$ cat src/rtl/axis_hdr_pkg.sv
// Shared types and default widths for the AXI-Stream header scheduler.
// Holds the scheduler state enum, default widths and the packet counter width.
package axis_hdr_pkg;

  typedef enum logic [1:0] {
    IDLE,
    HDR,
    PAY,
    DRAIN
  } state_t;

  localparam int DATA_WD_DEF = 32;
  localparam int NUM_SRC_DEF = 4;
  localparam int PKT_CNT_WD  = 16;

endpackage

$ cat src/rtl/rr_arbiter.sv
// Round-robin arbiter: searches from the last grant + 1, wrapping.
// Ports: clk, rst, req vector, advance strobe, grant index, grant_valid.
module rr_arbiter #(
  parameter int NUM_SRC = 4,
  parameter int SRC_WD  = $clog2(NUM_SRC)
) (
  input  logic               clk,
  input  logic               rst,
  input  logic [NUM_SRC-1:0] req,
  input  logic               advance,
  output logic [SRC_WD-1:0]  grant,
  output logic               grant_valid
);

  logic [SRC_WD-1:0] ptr;
  logic [SRC_WD-1:0] idx;

  // Pointer holds the last winner; NUM_SRC-1 after reset so
  // the first search starts at source 0.
  always_comb begin
    grant       = '0;
    grant_valid = 1'b0;
    idx         = '0;
    for (int i = 1; i <= NUM_SRC; i++) begin
      idx = SRC_WD'((int'(ptr) + i) % NUM_SRC);
      if (!grant_valid && req[idx]) begin
        grant       = idx;
        grant_valid = 1'b1;
      end
    end
  end

  always_ff @(posedge clk) begin
    if (rst) begin
      ptr <= SRC_WD'(NUM_SRC - 1);
    end else if (advance && grant_valid) begin
      ptr <= grant;
    end
  end

endmodule

$ cat src/rtl/axis_header_scheduler.sv
// Arbitrates header requesters, inserts the winning header, then gates
// the payload stream until the datapath emits the packet's last beat.
// Ports: req_* (header requests), *_insert (header to datapath),
// s_*_in / valid_in / ready_in (payload gate), *_out (datapath output
// monitor), grant_id, busy, pkt_cnt (status).
module axis_header_scheduler
  import axis_hdr_pkg::*;
#(
  parameter int DATA_WD      = DATA_WD_DEF,
  parameter int DATA_BYTE_WD = DATA_WD / 8,
  parameter int BYTE_CNT_WD  = $clog2(DATA_BYTE_WD),
  parameter int NUM_SRC      = NUM_SRC_DEF,
  parameter int SRC_WD       = $clog2(NUM_SRC)
) (
  input  logic                            clk,
  input  logic                            rst,
  input  logic [NUM_SRC-1:0]              req_valid,
  input  logic [NUM_SRC*DATA_WD-1:0]      req_data,
  input  logic [NUM_SRC*DATA_BYTE_WD-1:0] req_keep,
  input  logic [NUM_SRC*BYTE_CNT_WD-1:0]  req_byte_cnt,
  output logic [NUM_SRC-1:0]              req_ready,
  output logic                            valid_insert,
  output logic [DATA_WD-1:0]              data_insert,
  output logic [DATA_BYTE_WD-1:0]         keep_insert,
  output logic [BYTE_CNT_WD-1:0]          byte_insert_cnt,
  input  logic                            ready_insert,
  input  logic                            s_valid_in,
  input  logic                            s_last_in,
  output logic                            s_ready_in,
  output logic                            valid_in,
  input  logic                            ready_in,
  input  logic                            last_out,
  input  logic                            valid_out,
  input  logic                            ready_out,
  output logic [SRC_WD-1:0]               grant_id,
  output logic                            busy,
  output logic [PKT_CNT_WD-1:0]           pkt_cnt
);

  state_t            state;
  state_t            state_nxt;
  logic              advance;
  logic              done;
  logic [SRC_WD-1:0] arb_grant;
  logic              arb_valid;

  rr_arbiter #(
    .NUM_SRC (NUM_SRC),
    .SRC_WD  (SRC_WD)
  ) u_arb (
    .clk         (clk),
    .rst         (rst),
    .req         (req_valid),
    .advance     (advance),
    .grant       (arb_grant),
    .grant_valid (arb_valid)
  );

  assign done = valid_out && ready_out && last_out;
  assign busy = (state != IDLE);

  always_comb begin
    state_nxt    = state;
    advance      = 1'b0;
    valid_insert = 1'b0;
    valid_in     = 1'b0;
    s_ready_in   = 1'b0;
    unique case (state)
      IDLE: begin
        if (arb_valid) begin
          advance   = 1'b1;
          state_nxt = HDR;
        end
      end
      HDR: begin
        valid_insert = 1'b1;
        if (ready_insert) state_nxt = PAY;
      end
      PAY: begin
        valid_in   = s_valid_in;
        s_ready_in = ready_in;
        if (s_valid_in && ready_in && s_last_in) state_nxt = DRAIN;
      end
      DRAIN: begin
        if (done) state_nxt = IDLE;
      end
      default: state_nxt = IDLE;
    endcase
  end

  // Header mux and one-hot accept are decoded from the registered owner.
  always_comb begin
    data_insert     = '0;
    keep_insert     = '0;
    byte_insert_cnt = '0;
    req_ready       = '0;
    for (int i = 0; i < NUM_SRC; i++) begin
      if (grant_id == SRC_WD'(i)) begin
        data_insert     = req_data[i*DATA_WD +: DATA_WD];
        keep_insert     = req_keep[i*DATA_BYTE_WD +: DATA_BYTE_WD];
        byte_insert_cnt = req_byte_cnt[i*BYTE_CNT_WD +: BYTE_CNT_WD];
        req_ready[i]    = (state == HDR) && ready_insert;
      end
    end
  end

  always_ff @(posedge clk) begin
    if (rst) begin
      state    <= IDLE;
      grant_id <= '0;
      pkt_cnt  <= '0;
    end else begin
      state <= state_nxt;
      if (advance) grant_id <= arb_grant;
      if (state == DRAIN && done) begin
        pkt_cnt <= pkt_cnt + PKT_CNT_WD'(1);
      end
    end
  end

endmodule

$ cat config.mk
export PLATFORM = sky130hd
export DESIGN_NAME = axis_header_scheduler
export DESIGN_NICKNAME = d
export VERILOG_FILES = /design/src/rtl/axis_hdr_pkg.sv /design/src/rtl/rr_arbiter.sv /design/src/rtl/axis_header_scheduler.sv
export SDC_FILE = /design/constraint.sdc
export NUM_CORES = 1
export LEC_CHECK = 0
export BUFFER_PORTS_ARGS = -buffer_cell sky130_fd_sc_hd__clkbuf_2
export CAP_MARGIN = 20
export CORE_AREA = 2 2 89 91
export DETAILED_ROUTE_END_ITERATION = 16
export DIE_AREA = 0 0 91 93
export PLACE_DENSITY_LB_ADDON = 0.1
export SYNTH_ARGS = -nofsm -noshare
export SYNTH_HDL_FRONTEND = slang
export SYNTH_SLANG_ARGS = --single-unit
$ cat constraint.sdc
create_clock -name clk -period 1.99 [get_ports clk]
set_input_delay 0.2985 -clock clk [delete_from_list [all_inputs] [get_ports clk]]
set_output_delay 0.2985 -clock clk [all_outputs]
set_load 0.01 [all_outputs]
==> flow_metrics.env <==
export IMPL_outcome="complete, no violations"
export IMPL_wl_met3_um=513
export IMPL_path_buf_inv=0
export IMPL_p_per_area_mw_per_mm2=805
export IMPL_die_w_um=91
export IMPL_crit_slowest_cell="or4_4"
export IMPL_drt_iter0_drc=78
export IMPL_critical_path_required_ps=2180
export IMPL_clkSinkCount=22
export IMPL_overflow=0
export IMPL_synth_area_sq_mm=0.00208
export IMPL_design_area_sq_mm=0.00351
export IMPL_layout_commonest_cell="clkbuf_2"
export IMPL_crit_reg2reg_launch="pkt_cnt[1]"
export IMPL_drt_total_wl_um=8310
export IMPL_gp_congestion=0.809
export IMPL_met1_length_um=3190
export IMPL_tightest_slew_ps=558
export IMPL_slowest_delay_ps=540
export IMPL_layout_common_cells="228 x clkbuf_2, 38 x mux4_2, 16 x dfxtp_1, 16 x buf_4, 14 x nand2_1"
export IMPL_synth_top_area_cell="mux4_2"
export IMPL_hold_viol_final=0
export IMPL_routed_top_layer="met4"
export IMPL_grt_pass1_wl_um=12400
export IMPL_syn_avg_cell_area_sq_um=11.0
export IMPL_drt_first_pass_iters=4
export IMPL_placed_area_sq_mm=0.00344
export IMPL_arrival_ps=2090
export IMPL_grt_max_degree=29
export IMPL_hp_start="req_valid[2]"
export IMPL_cts_tree="done"
export IMPL_synth_top_family_by_area="multiplexers"
export IMPL_cap_violations=0
export IMPL_hpwl_um=7260
export IMPL_ios=229
export IMPL_drc=0
export IMPL_met2WireLength_um=4560
export IMPL_synth_cell_types=37
export IMPL_relSlewSlack=0.624
export IMPL_vias=2566
export IMPL_rr_worst_depth=5
export IMPL_crit_path_end_kind="flip-flop"
export IMPL_hold_class="in -> reg"
export IMPL_yosys_area_share_simple=0.199
export IMPL_startpoint_type="flip-flop"
export IMPL_pre_cts_slack_ps=83.5
export IMPL_fillCellCount=797
export IMPL_clk_latency_ps=260
export IMPL_clk_pin_slew_ps=70
export IMPL_timing_final_crit_share=0.956
export IMPL_cellLeakagePower_nw=1.68
export IMPL_synth_xor_area_frac=0.0379
export IMPL_final_max_slew_violation_count=0
export IMPL_area_growth_syn_to_layout_pct=68.7
export IMPL_dp_cells=524
export IMPL_setup_viol=0
export IMPL_htreeDepth=1
export IMPL_yosys_area_top_type_share=0.412
export IMPL_post_drt_via_cell_ratio=4.87
export IMPL_rsz0062_at_grt="false"
export IMPL_design_die_area_sq_mm=0.00846
export IMPL_diodes=0
export IMPL_drive_gt1_frac=0.711
export IMPL_crit_family="simple AND/OR/NAND/NOR gates"
export IMPL_synth_compound_area_frac=0.0698
export IMPL_crit_type="reg -> reg"
export IMPL_path_max_fanout=4
export IMPL_gr_usage_all_layers=0.183
export IMPL_ctsResizeCount=0
export IMPL_postCtsSetupBuffers=0
export IMPL_ir_worst_vdd_mv=0.388
export IMPL_synthAdderAreaFrac=0.0361
export IMPL_synth_area_top_cells="mux4_2 41%, dfxtp_1 21%, ha_1 3.6%"
export IMPL_antenna_left=0
export IMPL_hold_path_endpoint="u_arb.ptr[1]"
export IMPL_r2r_end="pkt_cnt[14]"
export IMPL_synthCells=189
export IMPL_ys_seq_area_frac=0.212
export IMPL_fin_skew_ps=1.65
export IMPL_synth_area_mux_share=0.412
export IMPL_wl_per_cell_um=15.8
export IMPL_path_cells="ha_2 -> nand3_1 -> or4_4 -> or4_1 -> a21oi_2"
export IMPL_synth_warning_count=0
export IMPL_cts_hold_buf=0
export IMPL_port_buffers=228
export IMPL_clock_root_buffer="clkbuf_8"
export IMPL_rows=32
export IMPL_nets=598
export IMPL_reg2reg_slack_ps=90
export IMPL_synth_seq_cells=22
export IMPL_initial_core_util=0.276
export IMPL_antenna_found_initial=0
export IMPL_period_minus_slack_ps=1900
export IMPL_grt_pass1_vias=2502
export IMPL_synth_nets=360
export IMPL_fmax_mhz=526
export IMPL_fin_cells=527
export IMPL_coreArea_sq_mm=0.00753
export IMPL_die_y_um=93
export IMPL_min_path_cells=3
export IMPL_tns_ps=0
export IMPL_clockBufferDepth=2
export IMPL_timing_final_ws_setup_ps=88.1
export IMPL_cts_buffers=3
-- where the power goes --
| group | total (mW) | switching, mW | internal (mW) | leakage (nW) |
|---|---|---|---|---|
| combinational | 2.00 | 0.934 | 1.07 | 1.48 |
| clock | 0.271 | 0.136 | 0.135 | 0.0216 |
| sequential | 0.549 | 0.0503 | 0.498 | 0.181 |
| total | 2.82 | 1.12 | 1.70 | 1.68 |
-- synthesized netlist by cell type (all sizes together) --
cell,instances
o21ai,4
nor4,5
o21bai,1
dfxtp,22
nand4b,1
o22ai,1
a31o,1
nand2b,4
o31ai,2
buf,4
nand4,6
or4,4
xor2,1
nor3,6
ha,6
or3,3
nand2,14
clkbuf,8
nor2,12
mux4,38
xnor2,8
a22oi,1
and2,2
and4,3
nor3b,3
and3,1
nand3,6
a21oi,13
o221ai,1
inv,6
a31oi,1
nor2b,1
-- metrics by stage --
step | util | hold slack (ps) | power (mW)
2_1_floorplan | - | 370 | 1.84
3_3_place_gp | 0.457 | 473 | 2.57
3_5_place_dp | 0.457 | 475 | 2.59
4_1_cts | 0.463 | 391 | 2.86
5_1_grt | 0.466 | 414 | 3.02
6_report | 0.466 | 395 | 2.82
-- logic make-up after synthesis --
| kind of cell | count (synthesis) |
|---|---|
| buf+inv | 18 |
| simple gates | 71 |
| fa+ha+maj | 6 |
| compound gates | 25 |
| flops | 22 |
| mux | 38 |
| xor+xnor | 9 |
-- layer usage --
metal / GRT usage / vias to the layer above
met5: 0 / -
li1: - / 1234
met2: 0.352 / 96
met4: 0.0366 / 0
met1: 0.214 / 1231
met3: 0.0306 / 5
-- worst min-delay path, stage by stage --
cell	delay [ps]
clkbuf_2	110
o221ai_1	140
nand2_1	80
-- worst max-delay path by stage --
stage / from / to / slack (ps) / cells past startpoint
global placement: state[0] / pkt_cnt[14] / 110 / 5
finish: pkt_cnt[1] / pkt_cnt[14] / 90 / 5
global route: pkt_cnt[1] / pkt_cnt[14] / 4 / 5
CTS: state[0] / pkt_cnt[14] / 50 / 5
detailed placement: state[0] / pkt_cnt[14] / 80 / 5
floorplan: pkt_cnt[0] / pkt_cnt[14] / 10 / 5
-- flip-flops by register name, indices dropped and copies added, names as in the netlist --
name       cells
pkt_cnt       16
grant_id       2
state          2
u_arb.ptr      2
-- final cells by class --
type                            instances  area [sq um]  area share
Multi-Input combinational cell        149          1590       0.452
Timing Repair Buffer                  245          1280       0.365
Sequential cell                        22           448       0.128
Tap cell                              102           128      0.0364
Clock buffer                            3          41.3      0.0118
Inverter                                6          22.5     0.00642
Power figures use the tool's default switching activity.
